### src/rtl/expr_pipe_pkg.sv
// Shared definitions for the pipelined expression evaluator: opcodes, sign-flag
// bit positions and the context-width helper.
package expr_pipe_pkg;

  typedef enum logic [3:0] {
    OP_ADD   = 4'd0,
    OP_SUB   = 4'd1,
    OP_AND   = 4'd2,
    OP_OR    = 4'd3,
    OP_XOR   = 4'd4,
    OP_XNOR  = 4'd5,
    OP_SHL   = 4'd6,
    OP_SHR   = 4'd7,
    OP_ASHR  = 4'd8,
    OP_LT    = 4'd9,
    OP_GE    = 4'd10,
    OP_EQ    = 4'd11,
    OP_NE    = 4'd12,
    OP_LAND  = 4'd13,
    OP_LOR   = 4'd14,
    OP_RXNOR = 4'd15
  } op_e;

  localparam int SGN_A = 1;
  localparam int SGN_B = 0;

  function automatic int ctx_width(input int wa, input int wb, input int wy);
    int c;
    c = wa;
    if (wb > c) c = wb;
    if (wy > c) c = wy;
    return c;
  endfunction

endpackage

### src/rtl/expr_pipe_lane.sv
// One evaluation lane: resolves the operand context, computes the selected
// expression at context width and truncates to the result width.
module expr_pipe_lane
  import expr_pipe_pkg::*;
#(
  parameter int W_A = 6,
  parameter int W_B = 6,
  parameter int W_Y = 6,
  localparam int C  = ctx_width(W_A, W_B, W_Y)
) (
  input  logic [C-1:0]   a,
  input  logic [C-1:0]   b,
  input  op_e            op,
  input  logic [1:0]     sgn,
  output logic [W_Y-1:0] y,
  output logic           zero
);

  logic           both;
  logic           big;
  logic           lt;
  logic [W_B-1:0] shamt;
  logic [C-1:0]   a_zx;
  logic [C-1:0]   b_zx;
  logic [C-1:0]   ac;
  logic [C-1:0]   bc;
  logic [C-1:0]   res;

  // a/b arrive extended by their own sign flag; mixed signedness falls back to zero-extension
  always_comb begin
    a_zx = '0;
    a_zx[W_A-1:0] = a[W_A-1:0];
    b_zx = '0;
    b_zx[W_B-1:0] = b[W_B-1:0];
    both  = sgn[SGN_A] & sgn[SGN_B];
    ac    = both ? a : a_zx;
    bc    = both ? b : b_zx;
    shamt = b[W_B-1:0];
    big   = (32'(shamt) >= 32'(C));
    lt    = both ? ($signed(ac) < $signed(bc)) : (ac < bc);
    res   = '0;
    case (op)
      OP_ADD:   res = ac + bc;
      OP_SUB:   res = ac - bc;
      OP_AND:   res = ac & bc;
      OP_OR:    res = ac | bc;
      OP_XOR:   res = ac ^ bc;
      OP_XNOR:  res = ~(ac ^ bc);
      OP_SHL:   res = big ? '0 : (a << shamt);
      OP_SHR:   res = big ? '0 : (a >> shamt);
      OP_ASHR: begin
        if (sgn[SGN_A]) res = big ? {C{a[C-1]}} : C'($signed(a) >>> shamt);
        else            res = big ? '0 : (a >> shamt);
      end
      OP_LT:    res = C'(lt);
      OP_GE:    res = C'(!lt);
      OP_EQ:    res = C'(ac == bc);
      OP_NE:    res = C'(ac != bc);
      OP_LAND:  res = C'((|ac) && (|bc));
      OP_LOR:   res = C'((|ac) || (|bc));
      OP_RXNOR: res = C'(~^a[W_A-1:0]);
      default:  res = '0;
    endcase
    y    = res[W_Y-1:0];
    zero = (y == '0);
  end

endmodule

### src/rtl/expr_pipe_eval.sv
// Multi-lane expression evaluator with a two-stage valid/ready pipeline
// (S1 = extended operands, S2 = results) and a delivered-result counter.
module expr_pipe_eval
  import expr_pipe_pkg::*;
#(
  parameter int LANES = 3,
  parameter int W_A   = 6,
  parameter int W_B   = 6,
  parameter int W_Y   = 6,
  parameter int CNT_W = 8
) (
  input  logic                 clk,
  input  logic                 rst_n,
  input  logic                 in_valid,
  output logic                 in_ready,
  input  logic [LANES*W_A-1:0] in_a,
  input  logic [LANES*W_B-1:0] in_b,
  input  logic [LANES*4-1:0]   in_op,
  input  logic [LANES*2-1:0]   in_sgn,
  output logic                 out_valid,
  input  logic                 out_ready,
  output logic [LANES*W_Y-1:0] out_y,
  output logic [LANES-1:0]     out_zero,
  output logic [CNT_W-1:0]     out_cnt
);

  localparam int C = ctx_width(W_A, W_B, W_Y);

  logic s1_valid;
  logic s2_valid;
  logic s1_ready;
  logic s2_ready;

  logic [LANES-1:0][C-1:0] a_ext;
  logic [LANES-1:0][C-1:0] b_ext;
  logic [LANES-1:0][3:0]   op_in;
  logic [LANES-1:0][1:0]   sgn_in;
  logic [LANES-1:0][C-1:0] s1_a;
  logic [LANES-1:0][C-1:0] s1_b;
  logic [LANES-1:0][3:0]   s1_op;
  logic [LANES-1:0][1:0]   s1_sgn;
  logic [LANES*W_Y-1:0]    y_d;
  logic [LANES-1:0]        zero_d;

  assign s2_ready  = !s2_valid || out_ready;
  assign s1_ready  = !s1_valid || s2_ready;
  assign in_ready  = s1_ready;
  assign out_valid = s2_valid;

  // lane 0 occupies the most significant slice of every packed bus
  for (genvar i = 0; i < LANES; i++) begin : g_lane
    localparam int HI = LANES - 1 - i;
    logic [W_A-1:0] a_raw;
    logic [W_B-1:0] b_raw;

    assign a_raw     = in_a[HI*W_A +: W_A];
    assign b_raw     = in_b[HI*W_B +: W_B];
    assign op_in[i]  = in_op[HI*4 +: 4];
    assign sgn_in[i] = in_sgn[HI*2 +: 2];
    assign a_ext[i]  = sgn_in[i][SGN_A] ? C'($signed(a_raw)) : C'(a_raw);
    assign b_ext[i]  = sgn_in[i][SGN_B] ? C'($signed(b_raw)) : C'(b_raw);

    expr_pipe_lane #(
      .W_A(W_A),
      .W_B(W_B),
      .W_Y(W_Y)
    ) u_lane (
      .a   (s1_a[i]),
      .b   (s1_b[i]),
      .op  (op_e'(s1_op[i])),
      .sgn (s1_sgn[i]),
      .y   (y_d[HI*W_Y +: W_Y]),
      .zero(zero_d[HI])
    );
  end

  always_ff @(posedge clk or negedge rst_n) begin
    if (!rst_n) begin
      s1_valid <= 1'b0;
      s1_a     <= '0;
      s1_b     <= '0;
      s1_op    <= '0;
      s1_sgn   <= '0;
      s2_valid <= 1'b0;
      out_y    <= '0;
      out_zero <= '0;
    end else begin
      if (s1_ready) s1_valid <= in_valid;
      if (in_valid && s1_ready) begin
        s1_a   <= a_ext;
        s1_b   <= b_ext;
        s1_op  <= op_in;
        s1_sgn <= sgn_in;
      end
      // S2 data only changes when it is empty or being consumed, so a stalled beat holds
      if (s2_ready) s2_valid <= s1_valid;
      if (s1_valid && s2_ready) begin
        out_y    <= y_d;
        out_zero <= zero_d;
      end
    end
  end

  always_ff @(posedge clk or negedge rst_n) begin
    if (!rst_n)                      out_cnt <= '0;
    else if (out_valid && out_ready) out_cnt <= out_cnt + CNT_W'(1);
  end

endmodule

### config.mk
export PLATFORM = sky130hd
export DESIGN_NAME = expr_pipe_eval
export DESIGN_NICKNAME = d
export VERILOG_FILES = /design/src/rtl/expr_pipe_pkg.sv /design/src/rtl/expr_pipe_lane.sv /design/src/rtl/expr_pipe_eval.sv
export SDC_FILE = /design/constraint.sdc
export NUM_CORES = 1
export LEC_CHECK = 0
export CAP_MARGIN = 5
export CORE_MARGIN = 2
export CORE_UTILIZATION = 55
export CTS_BUF_LIST = sky130_fd_sc_hd__clkbuf_16
export CTS_CLUSTER_DIAMETER = 200
export DETAILED_ROUTE_END_ITERATION = 12
export PLACE_DENSITY = 0.81
export SYNTH_ARGS = -nofsm -noshare
export SYNTH_HDL_FRONTEND = slang
export SYNTH_SLANG_ARGS = --single-unit
export TNS_END_PERCENT = 20
### constraint.sdc
create_clock -name clk -period 3.49 [get_ports clk]
set_input_delay 0.8725 -clock clk [delete_from_list [all_inputs] [get_ports clk]]
set_output_delay 0.8725 -clock clk [all_outputs]
set_load 0.01 [all_outputs]
Word-level counts from Yosys, hierarchy flattened

Cells that the tools add are included.

Flip-flop bits (word level): 85
Output and inout bits: 31

Add/sub/neg operators: 7
Magnitude comparators: 9
Eq/ne operators: 51
Shift-type cells: 9
Muxes and demuxes: 18
Bitwise operators: 15
Reductions and logical operators: 31

Operators with widths:

| operator                                                               | count |
|---|---|
| 6-bit case mux with 16 select lines                                    | 3 |
| 4-bit equality test (second input constant)                            | 24 |
| 6-bit two-way mux                                                      | 12 |
| 4-bit by 3-bit equality test with 1-bit output (second input constant) | 12 |
| 6-bit less-than comparator                                             | 6 |
| 6-bit OR reduction                                                     | 6 |
| 4-bit by 2-bit equality test with 1-bit output (second input constant) | 6 |
| 6-bit adder                                                            | 3 |
| 6-bit AND                                                              | 3 |
| 6-bit equality test                                                    | 3 |
| 6-bit by 3-bit >= comparator with 1-bit output (second input constant) | 3 |
| 6-bit zero test                                                        | 3 |
| 6-bit != test                                                          | 3 |
| 6-bit inverter                                                         | 3 |
| 6-bit bitwise OR                                                       | 3 |
| 6-bit XNOR reduction                                                   | 3 |
| 6-bit by 6-bit << shifter with 6-bit output                            | 3 |
| 6-bit by 6-bit right shift with 6-bit output                           | 3 |
| 6-bit by 6-bit >>> shifter with 6-bit output                           | 3 |
| 6-bit subtractor                                                       | 3 |
| 6-bit bitwise XOR                                                      | 3 |
| 4-bit by 1-bit equality test with 1-bit output (second input constant) | 3 |
| 4-bit zero test                                                        | 3 |
| 8-bit by 1-bit adder with 8-bit output (second input constant)         | 1 |
| other kinds (5)                                                        | 22 |

Depth between registers and ports, before layout

Gate-level depths: netlist (run 1).

Depth in word-level cells: 5
Gate-level depth with buffers: 12
Gate-level depth less buffers: 11

Modules after synthesis

A second synthesis (run 1) with hierarchy kept.

Cell total of the unflattened synthesis: 903
Area, all modules: 8450.6 µm²

By module, submodules not included:

| module                             | instances | cells each | area an instance (µm²) | sequential area each (µm²) |
|---|---|---|---|---|
| expr_pipe_eval                     | 1         | 194        | 3428.3                 | 2127.0 |
| expr_pipe_lane at g_lane[2].u_lane | 1         | 244        | 1717.9                 | 0.0 |
| expr_pipe_lane at g_lane[1].u_lane | 1         | 230        | 1675.4                 | 0.0 |
| expr_pipe_lane at g_lane[0].u_lane | 1         | 235        | 1629.1                 | 0.0 |

Worst setup path before layout (run 1)

OpenSTA, ideal clock, no wires.

Path type: flip-flop to flip-flop
Start point: reg s1_b[8] in the netlist's numbering
End point: reg out_y[6]
Setup time: 0.125 ns
Arrival: 2.833 ns
Required time: 3.365 ns
Slack: 0.532 ns
Cell stages (with the launch flop): 13
Period minus slack after synthesis: 2.958 ns
Cell sequence: dfrtp_1 -> clkbuf_1 -> buf_1 -> inv_1 -> ha_1 -> clkbuf_1 -> o21bai_1 -> a21oi_1 -> o21ai_0 -> o21ai_0 -> mux2_2 -> a311o_1 -> mux2_2

Cells in the longest elaborated chain, start to end: 4
Elaborated cells between the ends (all ways): 18

RTL lines:

| what                                                                   | RTL line                                   | text |
|---|---|---|
| from (decl)                                                            | expr_pipe_eval.sv:39                       | `logic [LANES-1:0][C-1:0] s1_b;` |
| from (signal assigned)                                                 | expr_pipe_eval.sv:91                       | `s1_b <= b_ext;` |
| 6-bit by 3-bit >= comparator with 1-bit output (tied with other cells) | expr_pipe_lane.sv:39                       | `big = (32'(shamt) >= 32'(C));` |
| 6-bit two-way mux (tied with other cells)                              | expr_pipe_lane.sv:50, expr_pipe_lane.sv:53 |  |
| 6-bit two-way mux / 1-bit zero test (equally long branches)            | expr_pipe_lane.sv:52, expr_pipe_lane.sv:56 |  |
| 6-bit case mux with 16 select lines (*)                                | expr_pipe_lane.sv:42                       | `case (op)` |
| to (signal assigned)                                                   | expr_pipe_eval.sv:98                       | `out_y <= y_d;` |
| to (decl)                                                              | expr_pipe_eval.sv:22                       | `output logic [LANES*W_Y-1:0] out_y,` |

Mark *: on every way between the ends. The rest lies on a longest branch, timed or not.
A chain may end at the register's enable or synchronous reset.

Worst setup path in the final report (run 1)

Start point: in out_ready
End point: out in_ready

Cells in the longest elaborated chain, start to end: 2

RTL lines:

| what             | RTL line             | text |
|---|---|---|
| from (decl)      | expr_pipe_eval.sv:21 | `input logic out_ready,` |
| 1-bit logical OR | expr_pipe_eval.sv:45 | `assign s2_ready = !s2_valid \|\| out_ready;` |
| 1-bit logical OR | expr_pipe_eval.sv:46 | `assign s1_ready = !s1_valid \|\| s2_ready;` |
| to (decl)        | expr_pipe_eval.sv:15 | `output logic in_ready,` |

Every way passes these cells.

==> run metrics, run 1 <==
maximum vdd drop 0.2778 mV; post-DP HPWL about 17000 um; Ports 89; Post-synth EDFFs 0; Synth Warn # 0; largest family of logic cells by synthesized area compound AO/OA/AOI/OAI gates; unrepaired setup endpoints after global routing no; total number of vias 7774; syn_nets 1079; mux contribution to synthesized area 0.1551; Layout Cells excl Fill approximately 1200; Adder-Cell Fraction of Synth Area 0.1122; Slew @ Worst Pin 1.091 ns; PwrDens 533.5 mW/mm^2; Syn Area/Cell around 8.6 sq um; drt total wl ~23000 um; CTS Root Cell clkbuf_16; async set-or-reset flop fraction in the synthesized netlist 1.000; worst reg-to-reg path cell count 6; Netlist cell types between 70 and 80; ANT nets after route 0; Hold Buf Count CTS 0; worst-case clock buffer depth 2; CP Class in2out; Synth Instances 951; critical path required time 2.62 ns; FILL cells ~1200; Critical R2R Launch s1_op[9]$_DFFE_PN0P_; cts bufs inserted 9; core area 0.01453 sq mm; Arr. time, crit path 2.14 ns; largest net degree at the start of global routing 86; Die X 126.2 um; minimum clock period 3.010 ns; period utilization 0.8623; Hold Crit Class reg2reg; port bufs 88; Synth Area in XOR/XNOR 0.03094; Core Rows 44; compound-gate portion of the synthesized area 0.2068; flop-to-flop setup slack roughly 0.5 ns; initial antenna violation count 0; placed insts 1188; Layout area overhead 17.25%; Hold Path Sink out_cnt[7]$_DFFE_PN0P_; CP Capture Type primary output; area leader, netlist dfrtp_1; MaxCap Viol Count 0; ys flop type dfrtp_1; sequential area share after synthesis 0.2591; Simple-Gate Fraction of Synth Area 0.1699; drt first pass iters 7; wire per inst 19.27 um; Ant. Diodes 0; Achievable Freq 332.3 MHz; DIE HEIGHT 126.2 um; top cell type's share of synthesized area 0.2591; GPL Wtd Cong about 1.0; CTS tree yes; H-tree levels 3; clock transition at the registers of the reported paths 0.07 ns; initial drt markers approximately 820; CP Launch Type input pin; post-DR vias/cell about 6.5; clock sink count 85; Skew-Pair Late Insertion Delay 0.36 ns; post-cts sizing count 0; Max-slew headroom 0.2729; final hold violation count 0; outcome complete, no violations; number of global-route vias before repair 7299; leakage power just over 4 nW; dominant cells by area after synthesis dfrtp_1 26%, ha_1 9.8%, mux2_2 9.5%; share of cells above drive strength 1 0.1284; first-pass GRT wire length 37800 um; gr ovfl total 0; Setup TNS 0 ns; Yosys reg bits 85; Layout Nets about 1100; hold path depth 1; Post-CTS Setup Inserts 0; crit path max fanout 5; initial core utilization 0.5649; startpoint of the worst hold path out_cnt[7]$_DFFE_PN0P_; Clock Skew 0.005939 ns; Slew Limit Fails 0; All-Layer GR Usage 0.2925; endpoints failing setup 0; die area 0.01592 sq mm; total power 5.135 mW; RR Endpoint out_y[0]$_DFFE_PN0P_; Netlist Area Pre-Place 0.008210 sq mm; DRC Markers 0
==> layout make-up <==
type                            count  area, sq um  share of cell area
Inverter                           71        266.5             0.02768
Timing Repair Buffer              120         1131              0.1175
Clock inverter                      7        102.6             0.01066
Multi-Input combinational cell    728         5544              0.5759
Sequential cell                    85         2127              0.2210
Clock buffer                        9        225.2             0.02339
Tap cell                          184        230.2             0.02391
==> cell usage in the layout (no fill, tap or decap), types with 6 or more instances in the layout <==
cell	n
a221oi_1	6
a21oi_1	60
nand2_1	54
or3_1	6
o21bai_1	7
buf_4	32
xor2_1	11
a31oi_1	10
o221ai_1	7
o2111ai_1	9
o21ai_0	54
inv_1	67
ha_1	64
and3_1	11
nor3_1	30
nor2b_1	11
o211ai_1	6
dfrtp_1	85
a32oi_1	7
mux2i_1	38
nor4_1	8
nand3b_1	9
mux2_2	69
a211oi_1	14
o31ai_1	12
nand4_1	8
nor2_1	51
xnor2_1	18
clkdlybuf4s50_1	87
clkbuf_16	9
fa_1	6
nand2b_1	19
o22ai_1	9
nand3_1	26
==> per-stage QoR <==
| stage | setup WS, ns | utilization | area, sq um | hold WS [ns] |
|---|---|---|---|---|
| after floorplan | 0.5318 | - | 8210 | 0.4798 |
| after global placement | 0.4829 | 0.6398 | 9299 | 0.4614 |
| after detailed placement | 0.4644 | 0.6398 | 9299 | 0.4644 |
| after CTS | 0.4769 | 0.6624 | 9627 | 0.4739 |
| after global routing | 0.2717 | 0.6624 | 9627 | 0.5212 |
| final | 0.4805 | 0.6624 | 9627 | 0.4749 |
==> cell families after synthesis <==
group,after synthesis
AOI/OAI and AO/OA,253
and+or+nand+nor,264
muxes,112
DFF,85
buffers and inverters,138
xor gates and xnor gates,29
adders and majority gates,70
==> synthesized netlist by cell type, types with 7 or more instances <==
library cell   n
a211oi_1      14
a21oi_1       60
a31oi_1       10
a32oi_1        7
and3_1        11
buf_2         13
clkbuf_1      49
dfrtp_1       85
ha_1          64
inv_1         67
mux2_2        69
mux2i_1       38
nand2_1       55
nand2b_1      19
nand3_1       26
nand3b_1       9
nand4_1        8
nor2_1        51
nor2b_1       11
nor3_1        30
nor4_1         8
o2111ai_1      9
o21ai_0       54
o21bai_1       7
o221ai_1       7
o22ai_1        9
o31ai_1       12
xnor2_1       18
xor2_1        11
==> how the worst max path moves through the flow <==
stage / from / endpoint / slack (ns)
final: out_ready / in_ready / 0.48
after detailed placement: out_ready / out_zero[1]$_DFFE_PN0P_ / 0.46
after global placement: out_ready / in_ready / 0.48
after global routing: s1_b[2]$_DFFE_PN0P_ / out_zero[2]$_DFFE_PN0P_ / 0.27
after floorplan: s1_b[8]$_DFFE_PN0P_ / out_y[6]$_DFFE_PN0P_ / 0.53
after CTS: out_ready / in_ready / 0.48
==> state kept, by name, indices dropped and copies added, names as in the netlist <==
name and cells:
s1_op 12, s1_valid 1, out_y 18, s1_sgn 6, s1_a 18, s1_b 18, out_zero 3, out_cnt 8
out_valid 1
==> critical path: stages <==
cell,delay [ns]
clkdlybuf4s50_1,0.52
nand3b_1,0.18
clkdlybuf4s50_1,0.56
==> power by group <==
group | internal, mW | switching [mW]
Combinational | 1.19 | 1.33
Sequential | 1.20 | 0.316
Clock | 0.639 | 0.453
==> per-layer routing <==
metal	track usage	up-vias	routed length [um]
met1	0.4108	3691	9847
met3	0.04206	49	1917
met5	0	-	0
li1	-	3614	-
met2	0.4646	420	10920
met4	0.1002	0	513
Power figures use the tool's default switching activity.
==> inputs of run 2 (changes only) <==
- SLEW_MARGIN: not set -> 10
==> run 2 against run 1 <==
Against the previous run: power about the same; critical path type unchanged; critical path depth unchanged; critical endpoint unchanged; non-clock buffer count increased by 1; count of clock-buffer cells in the layout unchanged; worst setup slack about the same; via count decreased by 0.42%.
==> run metrics, run 2 (same netlist as run 1, synthesis figures left out) <==
FILL cells 1217 (-0.16%); Max-slew headroom 0.3062 (+0.03336); max incr delay on CP 0.56 ns (about the same); outcome complete, no violations; CTS Root Cell clkbuf_16; leakage power 4.094 nW (+0.31%); share of cells above drive strength 1 0.1293 (+0.0008536); die area 0.01592 sq mm (unchanged); largest net degree at the start of global routing 86 (unchanged); cts bufs inserted 9 (unchanged); Ant. Diodes 0 (unchanged); first-pass GRT wire length 37800 um (unchanged); Post-CTS Setup Inserts 0 (unchanged); Achievable Freq 332.2 MHz (about the same); Layout area overhead 17.59%; Core Rows 44 (unchanged); placed insts 1188 (unchanged); Setup TNS 0 ns (unchanged); MaxCap Viol Count 0 (unchanged); endpoints failing setup 0 (unchanged); number of global-route vias before repair 7299 (unchanged); port bufs 88 (unchanged); Slew @ Worst Pin 1.026 ns (-0.06449 ns); maximum vdd drop 0.2789 mV (+0.39%); critical path required time 2.62 ns (about the same); minimum clock period 3.010 ns (+0.0003360 ns); Layout Cells excl Fill 1205 (+0.083%); most frequent cells in the layout 87 x clkdlybuf4s50_1, 85 x dfrtp_1, 69 x mux2_2, 67 x inv_1, 64 x ha_1; initial drt markers 877 (+7.6%); clock sink count 85 (unchanged); ANT nets after route 0 (unchanged); worst-path cell with the longest stage delay clkdlybuf4s50_1; Skew-Pair Late Insertion Delay 0.36 ns (about the same); drt first pass iters 5 (-2); Slew Limit Fails 0 (unchanged); wire per inst 19.22 um (-0.24%); Die X 126.2 um (unchanged); crit path max fanout 5 (unchanged); period utilization 0.8624 (about the same); Clock Skew 0.006421 ns (+0.0004819 ns); most common cell after layout, fill and taps aside clkdlybuf4s50_1; CP Cell Sequence clkdlybuf4s50_1 > nand3b_1 > clkdlybuf4s50_1; DRC Markers 0 (unchanged); H-tree levels 3 (unchanged); DIE HEIGHT 126.2 um (unchanged); post-cts sizing count 0 (unchanged); GPL Wtd Cong 1.044 (unchanged); All-Layer GR Usage 0.2925 (unchanged); Ports 89 (unchanged); post-DR vias/cell 6.424 (-0.51%); Layout Nets 1144 (+0.087%); PwrDens 532.4 mW/mm^2 (-0.20%); Hold Crit Class in2async; initial core utilization 0.5649 (unchanged); initial antenna violation count 0 (unchanged); final hold violation count 0 (unchanged); clock transition at the registers of the reported paths 0.07 ns (about the same); drt total wl 23160 um (-0.16%); worst-case clock buffer depth 2 (unchanged); Arr. time, crit path 2.14 ns (about the same); gr ovfl total 0 (unchanged); total number of vias 7741 (-0.42%); post-DP HPWL 16900 um (unchanged); CP Capture Type primary output; CP Class in2out; CP Launch Type input pin; core area 0.01453 sq mm (unchanged); biggest regs out_y (18), s1_a (18), s1_b (18); unrepaired setup endpoints after global routing no; CTS tree yes; Hold Buf Count CTS 0 (unchanged); crit-path most repeated cell clkdlybuf4s50_1
==> run 2: changes by cell type in the layout (fill, tap and decap cells not counted) <==
cell    previous run  this run
buf_16             0         1
==> run 2: power by group <==
part	internal [mW]	switching, mW
clock network	0.639	0.452
registers	1.20	0.317
logic	1.20	1.33
==> run 2: per-stage QoR <==
step           cell area (sq um)    util  hold slack, ns  total power [mW]  setup WS (ns)
6_report                    9654  0.6643          0.4153             5.140         0.4801
5_1_grt                     9654  0.6643          0.4535             5.462         0.2717
4_1_cts                     9627  0.6624          0.4739             5.123         0.4769
3_5_place_dp                9299  0.6398          0.4644             4.014         0.4644
3_3_place_gp                9299  0.6398          0.4614             3.977         0.4829
2_1_floorplan               8210       -          0.4798             3.134         0.5318
==> run 2: worst paths after layout <==
| check | depth (start not counted) | slack (ns) | from | endpoint |
|---|---|---|---|---|
| worst max-delay path | 3 | 0.48 | out_ready | in_ready |
| worst min-delay path | 1 | 0.42 | rst_n | s1_a[13]$_DFFE_PN0P_ |
| worst max register to register | 9 | 0.52 | s1_b[2]$_DFFE_PN0P_ | out_zero[2]$_DFFE_PN0P_ |
| worst min register to register | 1 | 0.47 | out_cnt[7]$_DFFE_PN0P_ | out_cnt[7]$_DFFE_PN0P_ |
| max in group asynchronous | 2 | 2.45 | rst_n | out_y[13]$_DFFE_PN0P_ |
| min in group clk | 1 | 0.47 | out_cnt[7]$_DFFE_PN0P_ | out_cnt[7]$_DFFE_PN0P_ |
==> run 2: cell type report <==
type	count	area [sq um]	area share
Multi-Input combinational cell	728	5544	0.5743
Sequential cell	85	2127	0.2203
Timing Repair Buffer	121	1159	0.1200
Inverter	71	266.5	0.02761
Tap cell	184	230.2	0.02385
Clock buffer	9	225.2	0.02333
Clock inverter	7	102.6	0.01063
==> run 2: routing by layer <==
layer / share of wire / GRT usage / vias up
met5: 0 / 0 / -
met4: 0.026 / 0.1002 / 0
met3: 0.074 / 0.04206 / 49
met2: 0.47 / 0.4646 / 376
met1: 0.43 / 0.4108 / 3692
li1: - / - / 3624
==> run 2: worst max-delay path: cells and delay by family <==
kind                   cells  cell delay [ns]
buffers and inverters      2             1.08
AND/OR/NAND/NOR            1             0.18
